**src/rtl/operand_fetch_stage.sv**
```systemverilog
// operand_fetch_stage
//   Owns the GPR file and the read-only constant table, resolves decode-stage
//   source/destination indices into operand values (forwarding from execute,
//   then writeback), and registers them into the execute-stage operand
//   register with stall/flush control. One cycle of latency.
//
// Ports:
//   clk, rst_n                 clock (rising edge), async active-low reset
//   dec_valid, dec_rc          decode valid; source-from-constant select
//   dec_src_idx, dec_dst_idx   decode source / destination indices
//   stall, flush               hold / invalidate the execute operand register
//   ex_fwd_en/idx/data         execute-stage forwarding path
//   wb_en/idx/data             single register-file write port
//   op_valid, src_val, dst_val execute operands
//   src_idx_q, dst_idx_q, rc_q registered decode fields
module operand_fetch_stage #(
  parameter  int unsigned DATA_W   = 16,
  parameter  int unsigned NUM_REGS = 8,
  localparam int unsigned IDX_W    = $clog2(NUM_REGS)
) (
  input  logic              clk,
  input  logic              rst_n,
  input  logic              dec_valid,
  input  logic              dec_rc,
  input  logic [IDX_W-1:0]  dec_src_idx,
  input  logic [IDX_W-1:0]  dec_dst_idx,
  input  logic              stall,
  input  logic              flush,
  input  logic              ex_fwd_en,
  input  logic [IDX_W-1:0]  ex_fwd_idx,
  input  logic [DATA_W-1:0] ex_fwd_data,
  input  logic              wb_en,
  input  logic [IDX_W-1:0]  wb_idx,
  input  logic [DATA_W-1:0] wb_data,
  output logic              op_valid,
  output logic [DATA_W-1:0] src_val,
  output logic [DATA_W-1:0] dst_val,
  output logic [IDX_W-1:0]  src_idx_q,
  output logic [IDX_W-1:0]  dst_idx_q,
  output logic              rc_q
);

  logic [DATA_W-1:0] regs [NUM_REGS];
  logic [DATA_W-1:0] src_res;
  logic [DATA_W-1:0] dst_res;
  logic [DATA_W-1:0] src_reg_res;

  // Constant table: 0, powers of two 1..32, all-ones at 7, zero beyond.
  function automatic logic [DATA_W-1:0] const_val(input logic [IDX_W-1:0] idx);
    logic [DATA_W-1:0] v;
    v = '0;
    case (32'(idx))
      1:       v = DATA_W'(1);
      2:       v = DATA_W'(2);
      3:       v = DATA_W'(4);
      4:       v = DATA_W'(8);
      5:       v = DATA_W'(16);
      6:       v = DATA_W'(32);
      7:       v = '1;
      default: v = '0;
    endcase
    return v;
  endfunction

  // Register operand resolution: execute forward beats writeback write-through.
  always_comb begin
    src_reg_res = regs[dec_src_idx];
    if (ex_fwd_en && (ex_fwd_idx == dec_src_idx))
      src_reg_res = ex_fwd_data;
    else if (wb_en && (wb_idx == dec_src_idx))
      src_reg_res = wb_data;

    dst_res = regs[dec_dst_idx];
    if (ex_fwd_en && (ex_fwd_idx == dec_dst_idx))
      dst_res = ex_fwd_data;
    else if (wb_en && (wb_idx == dec_dst_idx))
      dst_res = wb_data;

    // Constants bypass forwarding entirely.
    src_res = dec_rc ? const_val(dec_src_idx) : src_reg_res;
  end

  // Register file: single write port.
  always_ff @(posedge clk or negedge rst_n) begin
    if (!rst_n) begin
      for (int i = 0; i < int'(NUM_REGS); i++) regs[i] <= '0;
    end else if (wb_en) begin
      regs[wb_idx] <= wb_data;
    end
  end

  // Execute operand register: flush > stall (with writeback refresh) > load.
  always_ff @(posedge clk or negedge rst_n) begin
    if (!rst_n) begin
      op_valid  <= 1'b0;
      src_val   <= '0;
      dst_val   <= '0;
      src_idx_q <= '0;
      dst_idx_q <= '0;
      rc_q      <= 1'b0;
    end else if (flush) begin
      op_valid <= 1'b0;
    end else if (stall) begin
      // Keep held register operands coherent with writes landing mid-stall.
      if (op_valid && wb_en) begin
        if (!rc_q && (src_idx_q == wb_idx)) src_val <= wb_data;
        if (dst_idx_q == wb_idx)            dst_val <= wb_data;
      end
    end else begin
      op_valid  <= dec_valid;
      src_val   <= src_res;
      dst_val   <= dst_res;
      src_idx_q <= dec_src_idx;
      dst_idx_q <= dec_dst_idx;
      rc_q      <= dec_rc;
    end
  end

endmodule

```
**config.mk**
```make
export PLATFORM = sky130hd
export DESIGN_NAME = operand_fetch_stage
export DESIGN_NICKNAME = d
export VERILOG_FILES = /design/src/rtl/operand_fetch_stage.sv
export SDC_FILE = /design/constraint.sdc
export NUM_CORES = 1
export LEC_CHECK = 0
export ABC_AREA = 0
export BUFFER_PORTS_ARGS = -buffer_cell sky130_fd_sc_hd__buf_4
export CAP_MARGIN = 20
export CORE_MARGIN = 3
export CORE_UTILIZATION = 55
export CTS_CLUSTER_SIZE = 16
export DETAILED_ROUTE_END_ITERATION = 16
export GPL_ROUTABILITY_DRIVEN = 0
export PLACE_DENSITY_LB_ADDON = 0.15
export SLEW_MARGIN = 20
export SYNTH_ARGS = -nofsm -noshare
export SYNTH_HDL_FRONTEND = slang
export SYNTH_SLANG_ARGS = --single-unit
```
**constraint.sdc**
```tcl
create_clock -name clk -period 2.1 [get_ports clk]
set_input_delay 0.21 -clock clk [delete_from_list [all_inputs] [get_ports clk]]
set_output_delay 0.21 -clock clk [all_outputs]
set_load 0.03 [all_outputs]
```
After elaboration in Yosys (flattened, before gate mapping)
Cells that the tools add are included.

operators by class
  $lt $le $gt $ge = 4
  equal/unequal tests = 17
  bitwise gates (word level) = 5
  multiplexer cells = 23
  reduce and logical (&&, ||, !) cells = 11

operators by type and width
  kind                number
  $mux 16             16
  $bwmux 128          1
  $pmux 16 s7         1
  $bmux 16 s3         2
  $demux 16 s3        1
  $eq 3x3->1          6
  $eq 3x3->1 const B  4
  $ge 4x4->1 const B  3
  $not 3->4           3
  $ne 2x1->1 const B  4
  $logic_and 1x1->1   7
  $eq 3x2->1 const B  2
  $reduce_and 3->1    2
  $lt 4x1->1 const B  1
  $eq 3x1->1 const B  1
  $mux 1              2
  $not 1->1           2
  $reduce_and 2->1    1
  $logic_not 1->1     1

word-level totals
  logic and storage cells = 74
  output and inout bits = 40
  bits in registers = 168

Longest topological paths before layout
Gate-level depths: netlist of the first run.

  word-level depth = 8
  gate-level depth with buffers = 9
  mapped depth without buffers = 5

Worst setup path before layout of the first run
Ideal clock, no wire load.

  path kind = register to register
  start = register dst_idx_q[2]
  end = register dst_val[10]
  stages on the path, launching flop included = 6
  library setup time = 0.142 ns
  required time = 1.958 ns
  path buffers = 1
  arrival = 1.538 ns
  path slack = 0.420 ns
  cells stage by stage = dfrtp_1 -> xnor2_1 -> and4_1 -> a31oi_1 -> clkbuf_1 -> o221ai_1

on the way
  cells in the longest elaborated chain, start to end = 3

RTL lines
  what                        line  source
  start, declared             39    output logic [IDX_W-1:0] dst_idx_q,
  start signal, assigned      114   dst_idx_q <= dec_dst_idx;
  $eq 3x3->1                  107   if (dst_idx_q == wb_idx) dst_val <= wb_data;
  $ne 2x1->1 (no line)        n/a
  $reduce_and 3->1 (no line)  n/a
  end signal, assigned        107
  end signal, assigned        112   dst_val <= dst_res;
  end, declared               37    output logic [DATA_W-1:0] dst_val,

Every way passes these cells.
A chain may end at the register's enable or synchronous reset.

Worst setup path in the final report of the first run
  start = input flush
  end = register src_val[11]

on the way
  cells in the longest elaborated chain, start to end = 2

RTL lines
  what                        line  source
  start, declared             28    input logic flush,
  $not 1->1 (no line)         n/a
  $reduce_and 3->1 (no line)  n/a
  end signal, assigned        106   if (!rc_q && (src_idx_q == wb_idx)) src_val <= wb_data;
  end signal, assigned        111   src_val <= src_res;
  end, declared               36    output logic [DATA_W-1:0] src_val,

Every way passes these cells.

==> results of run 1 <==
## where the power goes
part,switching [uW],internal [uW],leakage (uW)
combinational,1380,1520,0.00264
sequential,551,3930,0.00203
clock,1290,2480,0.000349
total,3220,7930,0.00502
## placed cells by master, fill, tap and decap left out, types with 6 or more instances in the layout
cell       count
nand2_1       74
mux2_2       128
o221ai_1      33
nand2b_1       8
a32oi_1       11
xnor2_1       19
bufinv_16      7
buf_12         9
buf_4        136
clkbuf_16     17
nor2b_1       18
a22oi_1       14
o21ai_0       14
mux4_2        43
nor2_1        19
mux4_1         6
nand4_1        7
o211a_1       11
nand3_1        6
mux2i_1       47
o211ai_1      11
dfrtp_1      168
a211oi_1      15
## sequential cells by signal (all words and copies together) (netlist names)
name,count
regs,128
dst_val,16
src_val,16
dst_idx_q,3
src_idx_q,3
op_valid,1
rc_q,1
## worst max path at each step
stage	start	end	slack [ps]	depth (start not counted)
6_report	flush	src_val[11]	260	7
3_5_place_dp	dec_dst_idx[0]	dst_val[12]	130	7
2_1_floorplan	dst_idx_q[2]	dst_val[10]	420	5
3_3_place_gp	dec_src_idx[0]	src_val[4]	140	7
4_1_cts	flush	src_val[11]	290	7
5_1_grt	flush	src_val[11]	140	7
## stage by stage
stage	std cells	power [uW]	setup slack (ps)
final	1096	11200	259
after CTS	1096	11200	291
after floorplan	770	6320	420
after global placement	1062	7240	144
after global routing	1096	11600	140
after detailed placement	1062	7370	130
## repair_timing
action / CTS / global route
hold endpoints to repair: 50 / 0
hold buffers: 2 / 0
resized for setup: 0 / 0
## logic make-up (layout without fill, tap and decap cells)
kind of cell / Yosys count / after routing
muxes: 224 / 224
DFF: 168 / 168
and+or+nand+nor: 154 / 154
AOI/OAI and AO/OA: 124 / 124
buffers and inverters: 80 / 181
xor gates and xnor gates: 20 / 20
## routing by layer
metal,up-vias,track usage,part of all wire
met5,-,0,0
met4,0,0.0932,0.024
met3,54,0.0831,0.096
met2,435,0.463,0.47
met1,3752,0.411,0.41
li1,3117,-,-
## critical path, stage by stage
cell and delay, ps:
dlygate4sd3_1 540, buf_4 160, or2_2 280, a21oi_1 200, and2_1 420, a32oi_1 180, o211a_1 160
## area by class of cell
class,count,area share
multi-input cells,522,0.440
flip-flops and latches,168,0.366
repair buffers,148,0.107
clock buffers,21,0.0418
well taps,225,0.0245
clock inverters,11,0.0209
inverters,1,0.000327
==> results.json, run 1 <==
{
  "status": "complete, no violations",
  "root_buffer": "clkbuf_16",
  "grt_pass1_wl_um": 44700,
  "hold_depth": 3,
  "final_util": 0.665,
  "post_cts_buffers": 0,
  "fin_area_um2": 11500,
  "layout.nets": 910,
  "yosys.area.top_type_share": 0.432,
  "yosys.area.top_type": "dfrtp_1",
  "tightest_slew_ps": 545,
  "min-delay-start": "dec_valid",
  "min_to": "op_valid",
  "synth-simple-area-share": 0.0824,
  "avgRoutedWirePerCell_um": 25.9,
  "routed_via_density": 6.71,
  "synth-compound-area-share": 0.105,
  "dp_hpwl_um": 19200,
  "antenna_cells": 0,
  "firstDrtPassIters": 5,
  "crit_type": "input port to flip-flop",
  "synth_common_cells": "168 x dfrtp_1, 128 x mux2_2, 74 x nand2_1, 47 x mux2i_1, 43 x mux4_2",
  "cts_buffers": 17,
  "p_per_area_nw_per_um2": 970,
  "syn-num-nets": 822,
  "cp-start-kind": "input port",
  "ys_top_cells_by_area": "dfrtp_1 43%, mux2_2 15%, mux4_2 10%",
  "rrSetupSlack_ps": 350,
  "dieArea_um2": 19300,
  "rr_worst_depth": 5,
  "holdCritPathClass": "input port to flip-flop",
  "syn_area_um2": 9730,
  "cp.arrival_ps": 2160,
  "grt_overflow": 0,
  "synth_warnings": 0,
  "grt_pass1_vias": 7489,
  "place_area_um2": 10800,
  "final_hold_viol_count": 0,
  "seqCellArea_um2": 4200,
  "core_area_um2": 17300,
  "yosys-mux-area-fraction": 0.312,
  "syn_area_per_cell_um2": 12.6,
  "n_fill_cell": 1284,
  "whs_ps": 50.3,
  "h-tree-depth": 4,
  "syn2layout_area_growth_pct": 18.2,
  "required_ps": 2420,
  "wirelength_um": 28300,
  "min_period_over_period": 0.877,
  "drv_slew": 0,
  "synth_top_family_by_area": "multiplexers",
  "synthXorXnorAreaFrac": 0.0188,
  "synth_cell_types": 52,
  "drive_above_1_share": 0.425,
  "die_h_um": 139,
  "ys_seq_area_frac": 0.432,
  "io_pins": 92,
  "grt_usage": 0.298,
  "syn_inst": 770,
  "cts_tree": "yes",
  "synth-seq-cells": 168,
  "timing.rr.start": "regs[44]",
  "rows": 48,
  "grt_max_degree": 53,
  "tns_ps": 0,
  "io_buffers": 91,
  "max_slew_margin": 0.637,
  "initial_core_util": 0.562,
  "multiInputGateArea_um2": 5050,
  "path_clk_slew_ps": 70,
  "via_count": 7358,
  "clk_latency_ps": 420,
  "synth_adder_area_share": 0,
  "clockBufferDepth": 2,
  "leakage_uw": 0.00502,
  "peakVddDrop_mv": 0.556,
  "die_x_um": 139,
  "crit_fanout": 10,
  "ys_async_sr_fraction": 1.00,
  "antenna_found_initial": 0,
  "maxCapViolations": 0,
  "worstReg2RegEnd": "dst_val[12]",
  "drt_iter0_drc": 701,
  "clock-sinks": 168,
  "synthFlopType": "dfrtp_1",
  "fmax_mhz": 543,
  "setup_viol": 0,
  "rsz0062_at_grt": "no",
  "fin_skew_ps": 11.4,
  "yosysMostFrequentCell": "dfrtp_1",
  "endpoint_kind": "flip-flop",
  "postRouteAntennaNets": 0,
  "route.detailed.drc": 0,
  "synth_edf_count": 0,
  "fin_crit_ps": 1840
}
Note: power is estimated with default switching activity, not from simulation.
==> run 2, diff against run 1 <==
--- a/config.mk
+++ b/config.mk
@@ -13,8 +13,10 @@
 export CTS_CLUSTER_SIZE = 16
 export DETAILED_ROUTE_END_ITERATION = 16
 export GPL_ROUTABILITY_DRIVEN = 0
+export HOLD_SLACK_MARGIN = 0.1
 export PLACE_DENSITY_LB_ADDON = 0.15
 export SLEW_MARGIN = 20
 export SYNTH_ARGS = -nofsm -noshare
 export SYNTH_HDL_FRONTEND = slang
 export SYNTH_SLANG_ARGS = --single-unit
+export TNS_END_PERCENT = 5
==> run 2 against run 1 <==
Net effect:
- cell area barely moved
- setup slack about the same
- sequential share of layout area hardly changed
- total power barely moved
- first-iteration DRC count increased by 0.86%
- die area did not move
- sequential power is essentially flat
- clock power barely moved
- clock skew about the same
- non-clock buffer count up 1
- largest power group unchanged
- maximum frequency hardly changed
- routed wire length is 0.26% higher
==> results.json, run 2 (synthesis results as in run 1) <==
{
  "grt_pass1_vias": 7496,
  "dr.max_layer_used": "met4",
  "via_count": 7380,
  "antenna_cells": 0,
  "die_h_um": 139,
  "peakVddDrop_mv": 0.556,
  "placedCellCount": 1062,
  "finalNonFillerCells": 1097,
  "endpoint_kind": "flip-flop",
  "maxCapViolations": 0,
  "grt_usage": 0.298,
  "h-tree-depth": 4,
  "avgRoutedWirePerCell_um": 25.9,
  "fin_crit_ps": 1840,
  "status": "complete, no violations",
  "firstDrtPassIters": 7,
  "cp.arrival_ps": 2160,
  "layout.nets": 911,
  "clock-sinks": 168,
  "cts_resized": 0,
  "final_cell_mix": "168 x dfrtp_1, 136 x buf_4, 128 x mux2_2, 74 x nand2_1, 47 x mux2i_1",
  "path_clk_slew_ps": 70,
  "crit_fanout": 10,
  "antenna_found_initial": 0,
  "setup_viol": 0,
  "cts_buffers": 17,
  "grt_max_degree": 53,
  "clockBufferDepth": 2,
  "root_buffer": "clkbuf_16",
  "final_hold_viol_count": 0,
  "crit_type": "input port to flip-flop",
  "drive_above_1_share": 0.424,
  "die_x_um": 139,
  "cts_hold_buf": 3,
  "io_pins": 92,
  "rrSetupSlack_ps": 380,
  "grt_overflow": 0,
  "min_period_over_period": 0.877,
  "wirelength_um": 28400,
  "dp_hpwl_um": 19200,
  "largest_reg_flops": 128,
  "fmax_mhz": 543,
  "fin_skew_ps": 11.1,
  "clk_latency_ps": 430,
  "p_per_area_nw_per_um2": 969,
  "drt_iter0_drc": 707,
  "tightest_slew_ps": 545,
  "layout_commonest_cell": "dfrtp_1",
  "route.detailed.drc": 0,
  "dr_wl_met2_um": 13400,
  "top_regs": "regs (128), dst_val (16), src_val (16)",
  "required_ps": 2420,
  "rsz0062_at_grt": "no",
  "place_area_um2": 10800,
  "fin_area_um2": 11500,
  "dieArea_um2": 19300,
  "routed_via_density": 6.73,
  "largest-register": "regs",
  "post_cts_buffers": 0,
  "cp-start-kind": "input port",
  "rows": 48,
  "max_slew_margin": 0.636,
  "io_buffers": 91,
  "core_area_um2": 17300,
  "syn2layout_area_growth_pct": 18.3,
  "drv_slew": 0,
  "tns_ps": 0,
  "leakage_uw": 0.00502,
  "initial_core_util": 0.562,
  "cts_tree": "yes",
  "wl_met3_um": 2680,
  "grt_pass1_wl_um": 44700,
  "postRouteAntennaNets": 0,
  "m1WireLength_um": 11700,
  "holdCritPathClass": "input port to flip-flop"
}
-- run 2: changes by cell type in the layout (fill, tap and decap cells not counted), sizes merged --
cell | previous run | this run
dlygate4sd3 | 2 | 3
-- run 2: where the power goes --
part	total (uW)	internal, uW	leakage, uW	switching (uW)
logic	2900	1520	0.00264	1370
clock network	3770	2480	0.000349	1290
registers	4480	3930	0.00203	551
-- run 2: final timing paths --
path | cells after the start | to | startpoint
min in group asynchronous | 2 | src_idx_q[1] | rst_n
hold reg to reg | 2 | dst_val[4] | dst_val[4]
setup reg to reg | 5 | dst_val[12] | regs[108]
hold / removal | 2 | regs[110] | wb_data[14]
setup / recovery | 7 | src_val[11] | flush
max in group asynchronous | 3 | regs[84] | rst_n
-- run 2: routing by layer --
| metal | vias up | GRT usage |
|---|---|---|
| met5 | - | 0 |
| met4 | 0 | 0.0932 |
| met3 | 59 | 0.0831 |
| met2 | 405 | 0.463 |
| met1 | 3802 | 0.411 |
| li1 | 3114 | - |
-- run 2: through the flow --
step / hold WS (ps) / worst slack [ps] / util / total power [uW]
finish: 133 / 259 / 0.665 / 11100
global route: 129 / 140 / 0.665 / 11600
CTS: 114 / 291 / 0.665 / 11200
detailed placement: 210 / 130 / 0.622 / 7370
global placement: 205 / 144 / 0.622 / 7240
floorplan: -85.6 / 420 / - / 6320
-- run 2: cell type report --
cell class,instances,area (um2)
multi-input combinational,522,5050
clock inverter,11,240
clock buffer,21,480
timing repair buffer,149,1240
inverter,1,3.75
sequential,168,4200
fill,1283,5790
tap,225,282
-- run 2: worst max-delay path, cell delays in order --
cell,delay [ps]
dlygate4sd3_1,540
buf_4,160
or2_2,290
a21oi_1,200
and2_1,410
a32oi_1,180
o211a_1,160
==> run 3, diff against run 2 <==
==> constraint.sdc (replaced) <==
create_clock -name clk -period 2.25 [get_ports clk]
set_input_delay 0.225 -clock clk [delete_from_list [all_inputs] [get_ports clk]]
set_output_delay 0.225 -clock clk [all_outputs]
set_load 0.03 [all_outputs]
==> run 3 against run 2 <==
Net effect:
- clock skew shrank 4.5 ps
- count of clock-buffer cells in the layout fell by 1
- first-iteration DRC count down 7.8%
- combinational power decreased by 7.6%
- hold slack got worse by 5.6 ps
- die area unchanged
==> results.json, run 3 (synthesis results as in run 1) <==
{
  "clk_latency_ps": 430,
  "p_per_area_nw_per_um2": 873,
  "clockBufferDepth": 2,
  "status": "complete, no violations",
  "rr_worst_depth": 4,
  "top_regs": "regs (128), dst_val (16), src_val (16)",
  "fmax_mhz": 460,
  "routed_via_density": 6.70,
  "cpMaxStageDelayCell": "a211oi_1",
  "tightest_slew_ps": 683,
  "grt_max_degree": 62,
  "firstDrtPassIters": 5,
  "die_h_um": 139,
  "route.detailed.drc": 0,
  "clock-sinks": 168,
  "cp-start-kind": "input port",
  "hold_depth": 3,
  "io_buffers": 91,
  "rows": 48,
  "crit_fanout": 17,
  "min-delay-start": "dec_dst_idx[0]",
  "antenna_found_initial": 1,
  "die_x_um": 139,
  "avgRoutedWirePerCell_um": 26.0,
  "core_area_um2": 17300,
  "root_buffer": "clkbuf_16",
  "path_clk_slew_ps": 70,
  "setup_viol": 0,
  "final_util": 0.658,
  "cts_tree": "yes",
  "fin_crit_ps": 2180,
  "final_cell_mix": "168 x dfrtp_1, 134 x buf_4, 128 x mux2_2, 74 x nand2_1, 47 x mux2i_1",
  "layout_commonest_cell": "dfrtp_1",
  "min_to": "dst_idx_q[0]",
  "required_ps": 2530,
  "tns_ps": 0,
  "drt_iter0_drc": 652,
  "holdCritPathClass": "input port to flip-flop",
  "final_hold_viol_count": 0,
  "layout.nets": 909,
  "timing.rr.start": "regs[42]",
  "h-tree-depth": 4,
  "cp.arrival_ps": 2450,
  "grt_pass1_vias": 7397,
  "fin_area_um2": 11400,
  "grt_overflow": 0,
  "largest_reg_flops": 128,
  "maxCapViolations": 0,
  "slowest_delay_ps": 560,
  "rsz0062_at_grt": "no",
  "crit_chain": "dlygate4sd3_1 > buf_4 > xnor2_1 > nand4_2 > buf_4 > nand2_1 > buf_12 > a211oi_1 > o221ai_1",
  "io_pins": 92,
  "via_count": 7339,
  "wirelength_um": 28500,
  "postRouteAntennaNets": 0,
  "largest-register": "regs",
  "worstReg2RegEnd": "dst_val[10]",
  "max_slew_margin": 0.542,
  "crit_type": "input port to flip-flop",
  "grt_usage": 0.296,
  "path_common_cell": "buf_4",
  "antenna_cells": 0,
  "dp_hpwl_um": 18900,
  "min_period_over_period": 0.967,
  "dieArea_um2": 19300,
  "drv_slew": 0,
  "fin_skew_ps": 6.64,
  "rrSetupSlack_ps": 320,
  "grt_pass1_wl_um": 44200,
  "place_area_um2": 10700,
  "cts_resized": 0,
  "drive_above_1_share": 0.422,
  "leakage_uw": 0.00496,
  "endpoint_kind": "flip-flop",
  "cts_buffers": 17,
  "peakVddDrop_mv": 0.629,
  "syn2layout_area_growth_pct": 16.9,
  "initial_core_util": 0.562
}
==> run 3: how the worst max path moves through the flow <==
stage | startpoint | to | slack, ps | depth (start not counted)
finish | dec_dst_idx[2] | dst_val[10] | 70 | 9
CTS | dec_dst_idx[2] | dst_val[10] | 190 | 9
global route | dec_dst_idx[2] | dst_val[10] | 40 | 9
global placement | dec_dst_idx[0] | dst_val[12] | 250 | 6
floorplan | dst_idx_q[2] | dst_val[10] | 570 | 5
detailed placement | dec_dst_idx[0] | dst_val[12] | 210 | 6
==> run 3: power breakdown <==
part	internal, uW	switching [uW]
Combinational	1400	1280
Sequential	3670	517
Clock	1830	1230
==> run 3: routing by layer <==
metal  global-route usage  share of wire  up-vias
li1                     -              -     3118
met1                0.406           0.41     3749
met2                0.464           0.47      413
met3               0.0772          0.087       57
met4               0.0973          0.024        2
met5                    0        0.00046        -
==> run 3: repair_timing <==
item,4_1_cts,5_1_grt
endpoints found under the hold margin,60,0
hold buffers,4,0
setup buffers,0,0
==> run 3: final cells by class <==
class | instances | area [um2]
tap | 225 | 282
inverter | 1 | 3.75
sequential | 168 | 4200
timing repair buffer | 147 | 1220
multi-input combinational | 522 | 5050
clock buffer | 20 | 467
fill | 1272 | 5920
clock inverter | 12 | 148
==> run 3: stage by stage <==
step | power (uW) | std cells | setup WS, ps | hold slack (ps)
floorplan | 5900 | 770 | 570 | -70.6
global placement | 6730 | 1059 | 249 | 268
detailed placement | 6860 | 1059 | 211 | 275
CTS | 9920 | 1095 | 193 | 103
global route | 10300 | 1095 | 35.8 | 117
finish | 9930 | 1095 | 74.9 | 127
==> run 3: critical path, delay by kind of cell <==
kind                      cells  cell delay [ps]
buffers and inverters         4             1110
AOI/OAI and AO/OA             2              760
and+or+nand+nor               2              210
xor gates and xnor gates      1              130
